$ cat config.mk
export PLATFORM = sky130hd
export DESIGN_NAME = dma_ddr_bank_sched
export DESIGN_NICKNAME = d
export VERILOG_FILES = /design/src/rtl/dma_ddr_bank_sched.sv
export SDC_FILE = /design/constraint.sdc
export NUM_CORES = 1
export LEC_CHECK = 0
export CORE_AREA = 2 2 63 65
export CTS_BUF_LIST = sky130_fd_sc_hd__clkbuf_4
export DETAILED_ROUTE_END_ITERATION = 10
export DIE_AREA = 0 0 65 67
export HOLD_SLACK_MARGIN = 0.12
export PLACE_DENSITY = 0.71
export SETUP_SLACK_MARGIN = 0.4
export SYNTH_ARGS = -nofsm -noshare
export SYNTH_HDL_FRONTEND = slang
export SYNTH_SLANG_ARGS = --single-unit
$ cat constraint.sdc
create_clock -name clk -period 2.7 [get_ports clk]
set_input_delay 0.54 -clock clk [delete_from_list [all_inputs] [get_ports clk]]
set_output_delay 0.54 -clock clk [all_outputs]
set_load 0.01 [all_outputs]
$ cat src/rtl/dma_ddr_bank_sched.sv
// dma_ddr_bank_sched
// Keeps one DDR bank selected at a time behind the bank mux. A request to a
// different bank stalls new issue, waits until every in-flight read and write
// has drained, then switches bank_sel in a single SWITCH cycle.
// Optional feature: define DMA_DDR_BANK_SCHED_ERR_CHECK_EN to get a sticky
// err_underflow flag on completion handshakes seen with nothing in flight.
// Without it err_underflow is tied to 0.

module dma_ddr_bank_sched #(
  parameter int NUM_LOCAL_MEM_BANKS = 4,
  parameter int MAX_OUTSTANDING     = 64,
  localparam int SEL_W = (NUM_LOCAL_MEM_BANKS > 1) ? $clog2(NUM_LOCAL_MEM_BANKS) : 1,
  localparam int CNT_W = $clog2(MAX_OUTSTANDING + 1)
) (
  input  logic             clk,
  input  logic             reset,
  input  logic             req_valid,
  input  logic [SEL_W-1:0] req_bank,
  output logic             req_ready,
  input  logic             ar_fire,
  input  logic             r_last_fire,
  input  logic             aw_fire,
  input  logic             b_fire,
  output logic [SEL_W-1:0] bank_sel,
  output logic             rd_issue_en,
  output logic             wr_issue_en,
  output logic             busy,
  output logic             err_underflow
);

  localparam logic [1:0] ST_IDLE   = 2'd0;
  localparam logic [1:0] ST_ACTIVE = 2'd1;
  localparam logic [1:0] ST_DRAIN  = 2'd2;
  localparam logic [1:0] ST_SWITCH = 2'd3;

  localparam logic [SEL_W-1:0] LAST_BANK = SEL_W'(NUM_LOCAL_MEM_BANKS - 1);
  localparam logic [CNT_W-1:0] CNT_MAX   = CNT_W'(MAX_OUTSTANDING);
  localparam logic [CNT_W-1:0] CNT_ONE   = CNT_W'(1);
  // 16 quiet cycles in ACTIVE (counts 0..15) before falling back to IDLE
  localparam logic [3:0]       IDLE_LAST = 4'd15;

  logic [1:0]       r_state;
  logic [1:0]       w_state_next;
  logic [SEL_W-1:0] r_bank_sel;
  logic [SEL_W-1:0] r_pend_bank;
  logic [3:0]       r_idle_cnt;
  logic [SEL_W-1:0] w_req_bank_map;
  logic             w_bank_match;
  logic             w_ready;
  logic             w_quiet;
  logic             w_all_zero;

  // Per-direction handshakes: index 0 = read, index 1 = write
  logic [1:0] w_inc_raw;
  logic [1:0] w_dec_raw;
  logic [1:0] w_cnt_zero;
  logic [1:0] w_uflow;
  logic [1:0] w_issue_en;

  assign w_inc_raw = {aw_fire, ar_fire};
  assign w_dec_raw = {b_fire, r_last_fire};

  // Out-of-range bank indices fold onto the highest real bank
  assign w_req_bank_map = (req_bank > LAST_BANK) ? LAST_BANK : req_bank;
  assign w_bank_match   = (w_req_bank_map == r_bank_sel);
  assign w_all_zero     = &w_cnt_zero;
  assign w_quiet        = ~req_valid & ~(|w_inc_raw) & ~(|w_dec_raw) & w_all_zero;

  genvar gi;
  generate
    for (gi = 0; gi < 2; gi++) begin : g_dir
      logic             w_inc;
      logic             w_dec;
      logic [CNT_W-1:0] r_cnt;
      logic [CNT_W-1:0] w_cnt_next;
      logic             r_issue_en;

      // A simultaneous increment and decrement cancel out
      assign w_inc = w_inc_raw[gi] & ~w_dec_raw[gi];
      assign w_dec = w_dec_raw[gi] & ~w_inc_raw[gi];

      assign w_cnt_zero[gi] = (r_cnt == '0);
      assign w_uflow[gi]    = w_dec & (r_cnt == '0);
      assign w_issue_en[gi] = r_issue_en;

      // Saturating next count: clamp at MAX_OUTSTANDING on top, 0 on bottom
      always_comb begin
        w_cnt_next = r_cnt;
        if (w_inc && (r_cnt != CNT_MAX)) begin
          w_cnt_next = r_cnt + CNT_ONE;
        end else if (w_dec && (r_cnt != '0)) begin
          w_cnt_next = r_cnt - CNT_ONE;
        end
      end

      // In-flight counter, tracked in every state
      always_ff @(posedge clk or posedge reset) begin
        if (reset) r_cnt <= '0;
        else       r_cnt <= w_cnt_next;
      end

      // Issue enable looks at the state and count being entered so that
      // it drops on the same edge the FSM leaves ACTIVE or the limit is hit
      always_ff @(posedge clk or posedge reset) begin
        if (reset) r_issue_en <= 1'b0;
        else       r_issue_en <= (w_state_next == ST_ACTIVE) && (w_cnt_next < CNT_MAX);
      end
    end
  endgenerate

  // Next-state and request-acceptance decode
  always_comb begin
    w_state_next = r_state;
    w_ready      = 1'b0;
    case (r_state)
      ST_IDLE: begin
        if (req_valid) begin
          w_ready      = 1'b1;
          w_state_next = ST_ACTIVE;
        end
      end
      ST_ACTIVE: begin
        if (req_valid) begin
          if (w_bank_match) w_ready      = 1'b1;
          else              w_state_next = ST_DRAIN;
        end else if (w_quiet && (r_idle_cnt == IDLE_LAST)) begin
          w_state_next = ST_IDLE;
        end
      end
      ST_DRAIN: begin
        if (w_all_zero) w_state_next = ST_SWITCH;
      end
      ST_SWITCH: begin
        // Acknowledges the request that caused the drain
        w_ready      = 1'b1;
        w_state_next = ST_ACTIVE;
      end
      default: w_state_next = ST_IDLE;
    endcase
  end

  // FSM state register
  always_ff @(posedge clk or posedge reset) begin
    if (reset) r_state <= ST_IDLE;
    else       r_state <= w_state_next;
  end

  // Consecutive quiet cycles spent in ACTIVE; any activity restarts the run
  always_ff @(posedge clk or posedge reset) begin
    if (reset) begin
      r_idle_cnt <= 4'd0;
    end else if ((r_state == ST_ACTIVE) && w_quiet && (w_state_next == ST_ACTIVE)) begin
      r_idle_cnt <= r_idle_cnt + 4'd1;
    end else begin
      r_idle_cnt <= 4'd0;
    end
  end

  // Bank that will be selected once the current bank has drained
  always_ff @(posedge clk or posedge reset) begin
    if (reset) begin
      r_pend_bank <= '0;
    end else if ((r_state == ST_ACTIVE) && req_valid && !w_bank_match) begin
      r_pend_bank <= w_req_bank_map;
    end
  end

  // Bank select: taken from the request in IDLE, from the pending bank on
  // entry to SWITCH so it is already valid while SWITCH acknowledges
  always_ff @(posedge clk or posedge reset) begin
    if (reset) begin
      r_bank_sel <= '0;
    end else if ((r_state == ST_IDLE) && req_valid) begin
      r_bank_sel <= w_req_bank_map;
    end else if ((r_state == ST_DRAIN) && (w_state_next == ST_SWITCH)) begin
      r_bank_sel <= r_pend_bank;
    end
  end

`ifdef DMA_DDR_BANK_SCHED_ERR_CHECK_EN
  logic r_err_underflow;

  // Sticky record of any completion seen with nothing outstanding
  always_ff @(posedge clk or posedge reset) begin
    if (reset) r_err_underflow <= 1'b0;
    else       r_err_underflow <= r_err_underflow | (|w_uflow);
  end

  assign err_underflow = r_err_underflow;
`else
  logic [1:0] w_uflow_unused;
  assign w_uflow_unused = w_uflow;
  assign err_underflow  = 1'b0;
`endif

  // Ready is masked by reset so it is low the instant reset rises
  assign req_ready   = w_ready & ~reset;
  assign bank_sel    = r_bank_sel;
  assign rd_issue_en = w_issue_en[0];
  assign wr_issue_en = w_issue_en[1];
  assign busy        = (r_state != ST_IDLE);

endmodule

* Word-level counts from Yosys, hierarchy flattened
Cells that the tools add are included.
Word-level totals: input bits 9, output and inout bits 7, ROM bits 0, register bits 26, memories kept 0, word-level logic and storage cells 83, memory bits (writable) 0, bits in latches 0
Operators by class: shift-type cells 0, $add $sub $neg 5, multiplexer cells 18, reduce and logical (&&, ||, !) cells 24, multiply operators 0, bitwise operators 16, equality and inequality tests 9, $lt $le $gt $ge 3, divide/modulo/power cells 0
Operators with widths (number):
- 7-bit two-way mux | 4
- 2-bit two-way mux | 8
- 7-bit by 1-bit adder with 7-bit output (second input constant) | 2
- 7-bit logical NOT | 2
- 7-bit less-than comparator (second input constant) | 2
- 7-bit inequality test (second input constant) | 2
- 7-bit nonzero test | 2
- 7-bit by 1-bit subtractor with 7-bit output (second input constant) | 2
- 1-bit logical AND | 13
- 1-bit bitwise AND | 8
- 1-bit inverter | 8
- 2-bit one-hot mux with 4 select lines | 1
- 2-bit == test (second input constant) | 3
- 4-bit by 1-bit adder with 4-bit output (second input constant) | 1
- 2-bit by 1-bit == test with 1-bit output (second input constant) | 2
- 4-bit == test (second input constant) | 1
- 4-bit two-way mux | 1
- 2-bit nonzero test | 2
- 2-bit OR reduction | 2
- 1-bit two-way mux | 3
- 1-bit one-hot mux with 3 select lines | 1
- 2-bit == test | 1
- 2-bit > comparator (second input constant) | 1
- 2-bit logical NOT | 1
- 2 further kinds | 2

* Logic depth before layout (Yosys ltp)
Gate-level depths: netlist (run 1).
word-level depth 13, mapped depth 7, mapped depth without buffers 6

* Worst setup path after synthesis (run 1)
No wires, ideal clock.
path kind flip-flop to flip-flop, from reg g_dir[1].r_cnt[2], to reg r_bank_sel[0], in the netlist bank_sel[0], data arrival time 2094 ps, setup time 123 ps, required time 2577 ps, clock period less this slack 2217 ps, path buffers 2, stages on the path, launching flop included 7, path slack 483 ps, path through dfrtp_1 -> buf_6 -> or4_4 -> or3_1 -> buf_6 -> or3_1 -> o221a_1
Between the ends: cells in the longest elaborated chain, start to end 10, elaborated cells on any way between the ends 11, those cells by class eq/ne: 1; mux: 4; bitwise: 1; reduce/logical: 5
RTL lines:
- start: declaration | RTL line 74 | logic [CNT_W-1:0] r_cnt;
- start signal: assignment | RTL line 99 | else r_cnt <= w_cnt_next;
- 7-bit logical NOT *
- 2-bit AND reduction * | RTL line 66 | assign w_all_zero = &w_cnt_zero;
- 1-bit bitwise AND | RTL line 67 | assign w_quiet = ~req_valid & ~(|w_inc_raw) & ~(|w_dec_raw) & w_all_zero;
- 1-bit logical AND | RTL line 126 | end else if (w_quiet && (r_idle_cnt == IDLE_LAST)) begin
- 2-bit two-way mux | RTL line 126
- 2-bit two-way mux | RTL line 123 | if (req_valid) begin
- 2-bit one-hot mux with 4 select lines * | RTL line 115 | case (r_state)
- 2-bit == test * | RTL line 175 | end else if ((r_state == ST_DRAIN) && (w_state_next == ST_SWITCH)) begin
- 1-bit logical AND * | RTL line 175
- 2-bit nonzero test (no line) *
- end signal: assignment | RTL line 174 | r_bank_sel <= w_req_bank_map;
- end signal: assignment | RTL line 176 | r_bank_sel <= r_pend_bank;
- end: declaration | RTL line 44 | logic [SEL_W-1:0] r_bank_sel;
Every way passes the cells marked *; elsewhere a longest branch is shown, timed or not. A chain may end at the register's enable or synchronous reset.

* Worst setup path in the final report (run 1)
Same ends and word-level chain as after synthesis.

==> run_results.csv, run 1 <==
group,metric,value,unit
status,outcome,"complete, no violations",
sta,holdWs,490,ps
routing,first_iter_violations,37,
global_routing,grt_pass1_wl,5630,um
critical_path,end_kind,"register",
synthesis,syn_area_per_cell,9.47,um2
synthesis,ys_seq_area_share,41.4,%
synthesis,synth-edff-count,0,
synthesis,synth_top_flop_cell,"dfrtp_1",
synthesis,synth_top_family_by_area,"simple AND/OR/NAND/NOR gates",
critical_path,worstPathArrival,2460,ps
synthesis,yosys.area_share.simple,24.2,%
power,powerDensity,973,nW/um2
floorplan,coreArea,3610,um2
final_layout,final_cell_mix,"24 x dfrtp_1, 12 x inv_1, 11 x clkdlybuf4s50_1",
cts,numCtsBuffers,3,
cts,cts_tree,"done",
synthesis,synth_top_area_share,41.4,%
routing,dr.pass1.iters,4,
critical_path,critical_path_peak_fanout,9,
sta,period_needed,2250,ps
routing,routedWlPerCell,14.1,um
critical_path,regToRegStartpoint,"g_dir[1].r_cnt[2]$_DFFE_PP0P_",
power,peakVddDrop,466,uV
synthesis,synthAdderAreaFrac,4.78,%
synthesis,synth_cells,166,
global_routing,antenna_found_initial,0,
synthesis,synth.cell_area,1570,um2
synthesis,synth_nets,181,
sta,hold_viol_final,0,
floorplan,io_pins,16,
sta,finalSetupTns,0,ps
cts,clk_path_buf_depth,2,
synthesis,ys_async_sr_fraction,100,%
critical_path,critPathLaunch,"g_dir[1].r_cnt[2]$_DFFE_PP0P_",
synthesis,synth_compound_area_share,14.8,%
global_routing,grt_pass1_vias,1280,
run,max-cap-violations,0,
placement,gp_congestion,0.783,
sta,maxSlewViolCount,0,
routing,postRouteAntennaNets,0,
routing,drc,0,
routing,top_layer,"met4",
final_layout,nets,203,
power,power,0.00178,W
floorplan,start_util,43.6,%
routing,vias,1294,
final_layout,drive_above_1_share,11.3,%
final_layout,final_area,1830,um2
cts,root_buffer,"clkbuf_4",
critical_path,rr_endpoint,"bank_sel[0]$_DFFE_PP0P_",
final_layout,area_growth,16.4,%
critical_path,r2r_cells,4,
routing,vias_per_cell,5.53,
placement,dp_hpwl,2360,um
synthesis,yosys_register_bits,26,
critical_path,cp-start-kind,"register",
sta,max_slew_margin,64.0,%
sta,fin_crit_sh,83.3,%
routing,wirelength,3300,um
sta,skew,10.6,ps
synthesis,yosysWarnings,0,
sta,tightest_slew,535,ps
routing,wl_met1,1500,um
cts,cts_hold_buf,0,
synthesis,yosys-top-cells-area,"dfrtp_1 41%, ha_1 4.8%, xnor2_1 3.9%",
sta,fmax,445,MHz
cts,cts.sinks,26,
final_layout,layout.cells.most_common,"dfrtp_1",
routing,route.met2.wl,1620,um
floorplan,die_area,4360,um2
cts,clkTransAtPathRegs,140,ps
final_layout,fin_util,50.7,%
critical_path,endpoint,"bank_sel[0]$_DFFE_PP0P_",
final_layout,n_antenna_cell,0,
floorplan,die_h,67,um
placement,portBuffers,14,
placement,placed_area,1760,um2
cts,clk_latency,320,ps
synthesis,muxShareOfSynthArea,2.07,%
min_path,hold_path.class,"register to register",
synthesis,synth_xor_area_share,7.25,%
floorplan,placementRows,22,
global_routing,track_usage,16.7,%
routing,route.met3.wl,103,um
critical_path,critical_path_class,"register to register",
sta,finalSetupViolCount,0,
power,p_leak,0.777,nW
synthesis,synth_cell_type_count,45,
global_routing,grt_overflow_total,0,
critical_path,critPathRequiredTime,2910,ps
cts,h-tree-depth,1,
critical_path,reg2reg_setup_slack,450,ps
global_routing,grt_max_degree,27,
floorplan,die_x,65,um
synthesis,yosysTopAreaCell,"dfrtp_1",
sta,rsz0062_at_grt,"false",
-- registers in the layout, indices dropped and copies added, names as in the netlist --
register,cells
bank_sel,2
g_dir.r_cnt,14
r_idle_cnt,4
r_pend_bank,2
r_state,2
rd_issue_en,1
wr_issue_en,1
-- cell usage after synthesis, drive strengths merged, types with 4 or more instances --
| library cell | count |
|---|---|
| dfrtp | 26 |
| inv | 12 |
| nor2 | 10 |
| nor3 | 9 |
| nand2 | 7 |
| xnor2 | 7 |
| ha | 6 |
| nand3 | 6 |
| nand4 | 6 |
| o21ai | 6 |
| xor2 | 6 |
| nand2b | 5 |
| and3 | 4 |
| nor2b | 4 |
| or3 | 4 |
-- critical path, stage by stage (launching register included) --
cell and delay, ps:
dfrtp_2 470, or4_4 580, or3_4 450, or3_1 400
o221a_1 240
-- through the flow --
| stage | worst slack, ps | cells |
|---|---|---|
| 6_report | 452 | 234 |
| 5_1_grt | 399 | 234 |
| 4_1_cts | 414 | 231 |
| 3_5_place_dp | 57.3 | 227 |
| 3_3_place_gp | 65.6 | 227 |
| 2_1_floorplan | 483 | 166 |
-- timing repair --
| action | in CTS | in global routing |
|---|---|---|
| gates resized for setup | 4 | 4 |
| pin swaps | 3 | 0 |
| hold endpoints to repair | 0 | 0 |
| setup buffers | 1 | 3 |
| endpoints found under the setup margin | 6 | 6 |
| cloned | 0 | 0 |
-- logic make-up (layout without fill, tap and decap cells) --
family	Yosys count	in the layout
AO/OA/AOI/OAI	32	32
XOR/XNOR	13	13
adder cells (fa/ha/maj)	6	6
buffers and inverters	17	37
flip-flops	26	26
multiplexers	3	3
other	1	1
AND/OR/NAND/NOR	68	68
-- how the worst min path moves through the flow --
stage | cells after the start | endpoint | slack [ps] | from
after floorplan | 1 | r_idle_cnt[0]$_DFF_PP0_ | 440 | r_idle_cnt[0]$_DFF_PP0_
after global placement | 1 | r_idle_cnt[0]$_DFF_PP0_ | 460 | r_idle_cnt[0]$_DFF_PP0_
after detailed placement | 1 | r_idle_cnt[0]$_DFF_PP0_ | 480 | r_idle_cnt[0]$_DFF_PP0_
after CTS | 1 | r_idle_cnt[0]$_DFF_PP0_ | 490 | r_idle_cnt[0]$_DFF_PP0_
after global routing | 1 | r_idle_cnt[0]$_DFF_PP0_ | 500 | r_idle_cnt[0]$_DFF_PP0_
final | 1 | r_idle_cnt[0]$_DFF_PP0_ | 490 | r_idle_cnt[0]$_DFF_PP0_
-- cell type report --
class	instances	area, um2
multi-input combinational	123	851
clock buffer	3	22.5
inverter	12	45.0
timing repair buffer	22	198
fill	338	1780
tap	48	60.1
sequential	26	653
-- metal layers --
metal / vias up / GRT usage, %
li1: 644 / -
met1: 615 / 20.1
met2: 26 / 29.0
met3: 9 / 1.86
met4: 0 / 9.57
met5: - / 0
-- power breakdown --
part           switching [W]  leakage (nW)  internal, W
clock network       0.000112        0.0138    0.0000523
registers           0.000232         0.318     0.000558
logic               0.000387         0.445     0.000439
Power figures use the tool's default switching activity.
==> run 2, diff against run 1 <==
--- a/config.mk
+++ b/config.mk
@@ -10,7 +10,7 @@
 export DETAILED_ROUTE_END_ITERATION = 10
 export DIE_AREA = 0 0 65 67
 export HOLD_SLACK_MARGIN = 0.12
-export PLACE_DENSITY = 0.71
+export PLACE_DENSITY = 0.73
 export SETUP_SLACK_MARGIN = 0.4
 export SYNTH_ARGS = -nofsm -noshare
 export SYNTH_HDL_FRONTEND = slang
==> constraint.sdc (replaced) <==
create_clock -name clk -period 1.95 [get_ports clk]
set_input_delay 0.39 -clock clk [delete_from_list [all_inputs] [get_ports clk]]
set_output_delay 0.39 -clock clk [all_outputs]
set_load 0.01 [all_outputs]
==> run 2 against run 1 <==
  * Cell count grew 14%
  * Register-to-register slack worse by 500 ps
  * Setup slack lost 500 ps
  * The flow now finishes with violations (negative setup slack)
  * Critical endpoint is now bank_sel[1]$_DFFE_PP0P_
==> run_results.csv, run 2 (same netlist as run 1, synthesis figures left out) <==
group,metric,value,unit
cts,clkTransAtPathRegs,140,ps
critical_path,worstPathCellList,"or4_4 -> or3_4 -> or3_4 -> o221a_1",
sta,hold_viol_final,0,
global_routing,grt_pass1_vias,1564,
sta,maxSlewViolCount,0,
sta,setup_ws,-53.2,ps
global_routing,grt_overflow_total,0,
run,max-cap-violations,0,
final_layout,area_growth,48.2,%
final_layout,fillers,263,
critical_path,cp-start-kind,"register",
critical_path,regToRegStartpoint,"g_dir[1].r_cnt[5]$_DFFE_PP0P_",
routing,postRouteAntennaNets,0,
critical_path,slowest_delay,550,ps
power,p_leak,1.00,nW
placement,portBuffers,14,
routing,dr.pass1.iters,4,
routing,vias,1514,
routing,vias_per_cell,5.67,
cts,root_buffer,"clkbuf_4",
critical_path,worstPathArrival,2220,ps
floorplan,die_x,65,um
sta,fin_crit_sh,103,%
final_layout,n_antenna_cell,0,
final_layout,largest_reg_flops,14,
floorplan,io_pins,16,
critical_path,r2r_cells,4,
final_layout,final_area,2330,um2
sta,holdWs,446,ps
final_layout,final_cell_mix,"38 x buf_4, 25 x dfrtp_1, 10 x inv_1",
power,powerDensity,1390,nW/um2
final_layout,nets,236,
sta,fmax,499,MHz
floorplan,die_h,67,um
floorplan,coreArea,3610,um2
cts,clk_latency,320,ps
global_routing,grt_max_degree,27,
power,power,0.00324,W
placement,dp_hpwl,2610,um
critical_path,rr_endpoint,"bank_sel[1]$_DFFE_PP0P_",
final_layout,multiInputGateArea,1100,um2
placement,gp_congestion,0.971,
routing,wirelength,4330,um
final_layout,layout.cells.most_common,"buf_4",
critical_path,critPathRequiredTime,2170,ps
sta,skew,6.64,ps
critical_path,cp_top_family,"simple AND/OR/NAND/NOR gates",
status,violations,"negative setup slack",
cts,clk_path_buf_depth,2,
critical_path,cpMaxStageDelayCell,"or4_4",
sta,finalSetupViolCount,3,
placement,dp_slack,-429,ps
routing,drc,0,
final_layout,reg_top3,"g_dir.r_cnt (14), r_idle_cnt (4)",
routing,routedWlPerCell,16.2,um
cts,cts_tree,"done",
floorplan,placementRows,22,
final_layout,drive_above_1_share,43.8,%
global_routing,track_usage,19.3,%
critical_path,cp.buffers_inverters,0,
status,outcome,"finished, violations left",
cts,cts.sinks,26,
floorplan,die_area,4360,um2
sta,period_needed,2000,ps
cts,numCtsBuffers,3,
cts,h-tree-depth,1,
min_path,hold_path.class,"input port to asynchronous set/reset pin",
critical_path,critical_path_class,"register to register",
critical_path,critical_path_peak_fanout,4,
critical_path,crit_top_cell,"or3_4",
critical_path,reg2reg_setup_slack,-50,ps
critical_path,end_kind,"register",
floorplan,start_util,43.6,%
sta,finalSetupTns,-116,ps
final_layout,top_register,"g_dir.r_cnt",
global_routing,grt_pass1_wl,6590,um
global_routing,antenna_found_initial,0,
routing,first_iter_violations,109,
placement,placed_area,1920,um2
final_layout,register_area,652,um2
sta,rsz0062_at_grt,"true",
power,peakVddDrop,526,uV
[run 2: cell count changes in the layout (fill, tap and decap cells not counted), sizes merged]
| cell | previous run | this run |
|---|---|---|
| buf | 8 | 43 |
| clkdlybuf4s50 | 11 | 6 |
| dlygate4sd2 | 2 | 4 |
| clkbuf | 3 | 4 |
[run 2: worst max-delay path by stage]
stage	from	end	slack (ps)	cells past startpoint
3_5_place_dp	req_bank[1]	req_ready	-430	6
6_report	g_dir[1].r_cnt[5]$_DFFE_PP0P_	bank_sel[1]$_DFFE_PP0P_	-50	4
2_1_floorplan	g_dir[1].r_cnt[3]$_DFFE_PP0P_	bank_sel[0]$_DFFE_PP0P_	-110	5
5_1_grt	g_dir[1].r_cnt[5]$_DFFE_PP0P_	wr_issue_en$_DFF_PP0_	-70	5
4_1_cts	g_dir[1].r_cnt[5]$_DFFE_PP0P_	bank_sel[0]$_DFFE_PP0P_	-20	4
3_3_place_gp	req_bank[1]	req_ready	-380	6
[run 2: repair_timing]
| action | 4_1_cts | 5_1_grt |
|---|---|---|
| gates cloned | 0 | 0 |
| resized for setup | 45 | 33 |
| pin swaps | 12 | 10 |
| hold buffers | 0 | 0 |
| buffers inserted | 15 | 4 |
| setup endpoints to repair | 28 | 28 |
[run 2: layout make-up]
cell class,count,share of cell area (%)
well taps,48,2.58
multi-input cells,123,47.4
inverters,12,1.93
repair buffers,55,19.1
flip-flops and latches,26,28.0
clock buffers,3,0.967
[run 2: metrics by stage]
stage / std cells / util [%]
floorplan: 166 / -
global placement: 245 / 53.3
detailed placement: 245 / 53.3
CTS: 263 / 59.9
global route: 267 / 64.6
finish: 267 / 64.6
[run 2: routing by layer]
metal / track usage (%) / part of all wire, % / vias up
li1: - / - / 711
met1: 21.5 / 41 / 757
met2: 37.0 / 54 / 38
met3: 3.21 / 4.2 / 8
met4: 6.65 / 1.2 / 0
met5: 0 / 0 / -
[run 2: power breakdown]
group / total (W) / internal, W / switching [W]
Combinational: 0.00203 / 0.00103 / 0.00100
Sequential: 0.000982 / 0.000770 / 0.000212
Clock: 0.000230 / 0.0000723 / 0.000157
[run 2: worst min-delay path, cell delays in order]
cell and delay (ps):
clkdlybuf4s50_1 420, inv_1 60, buf_4 310
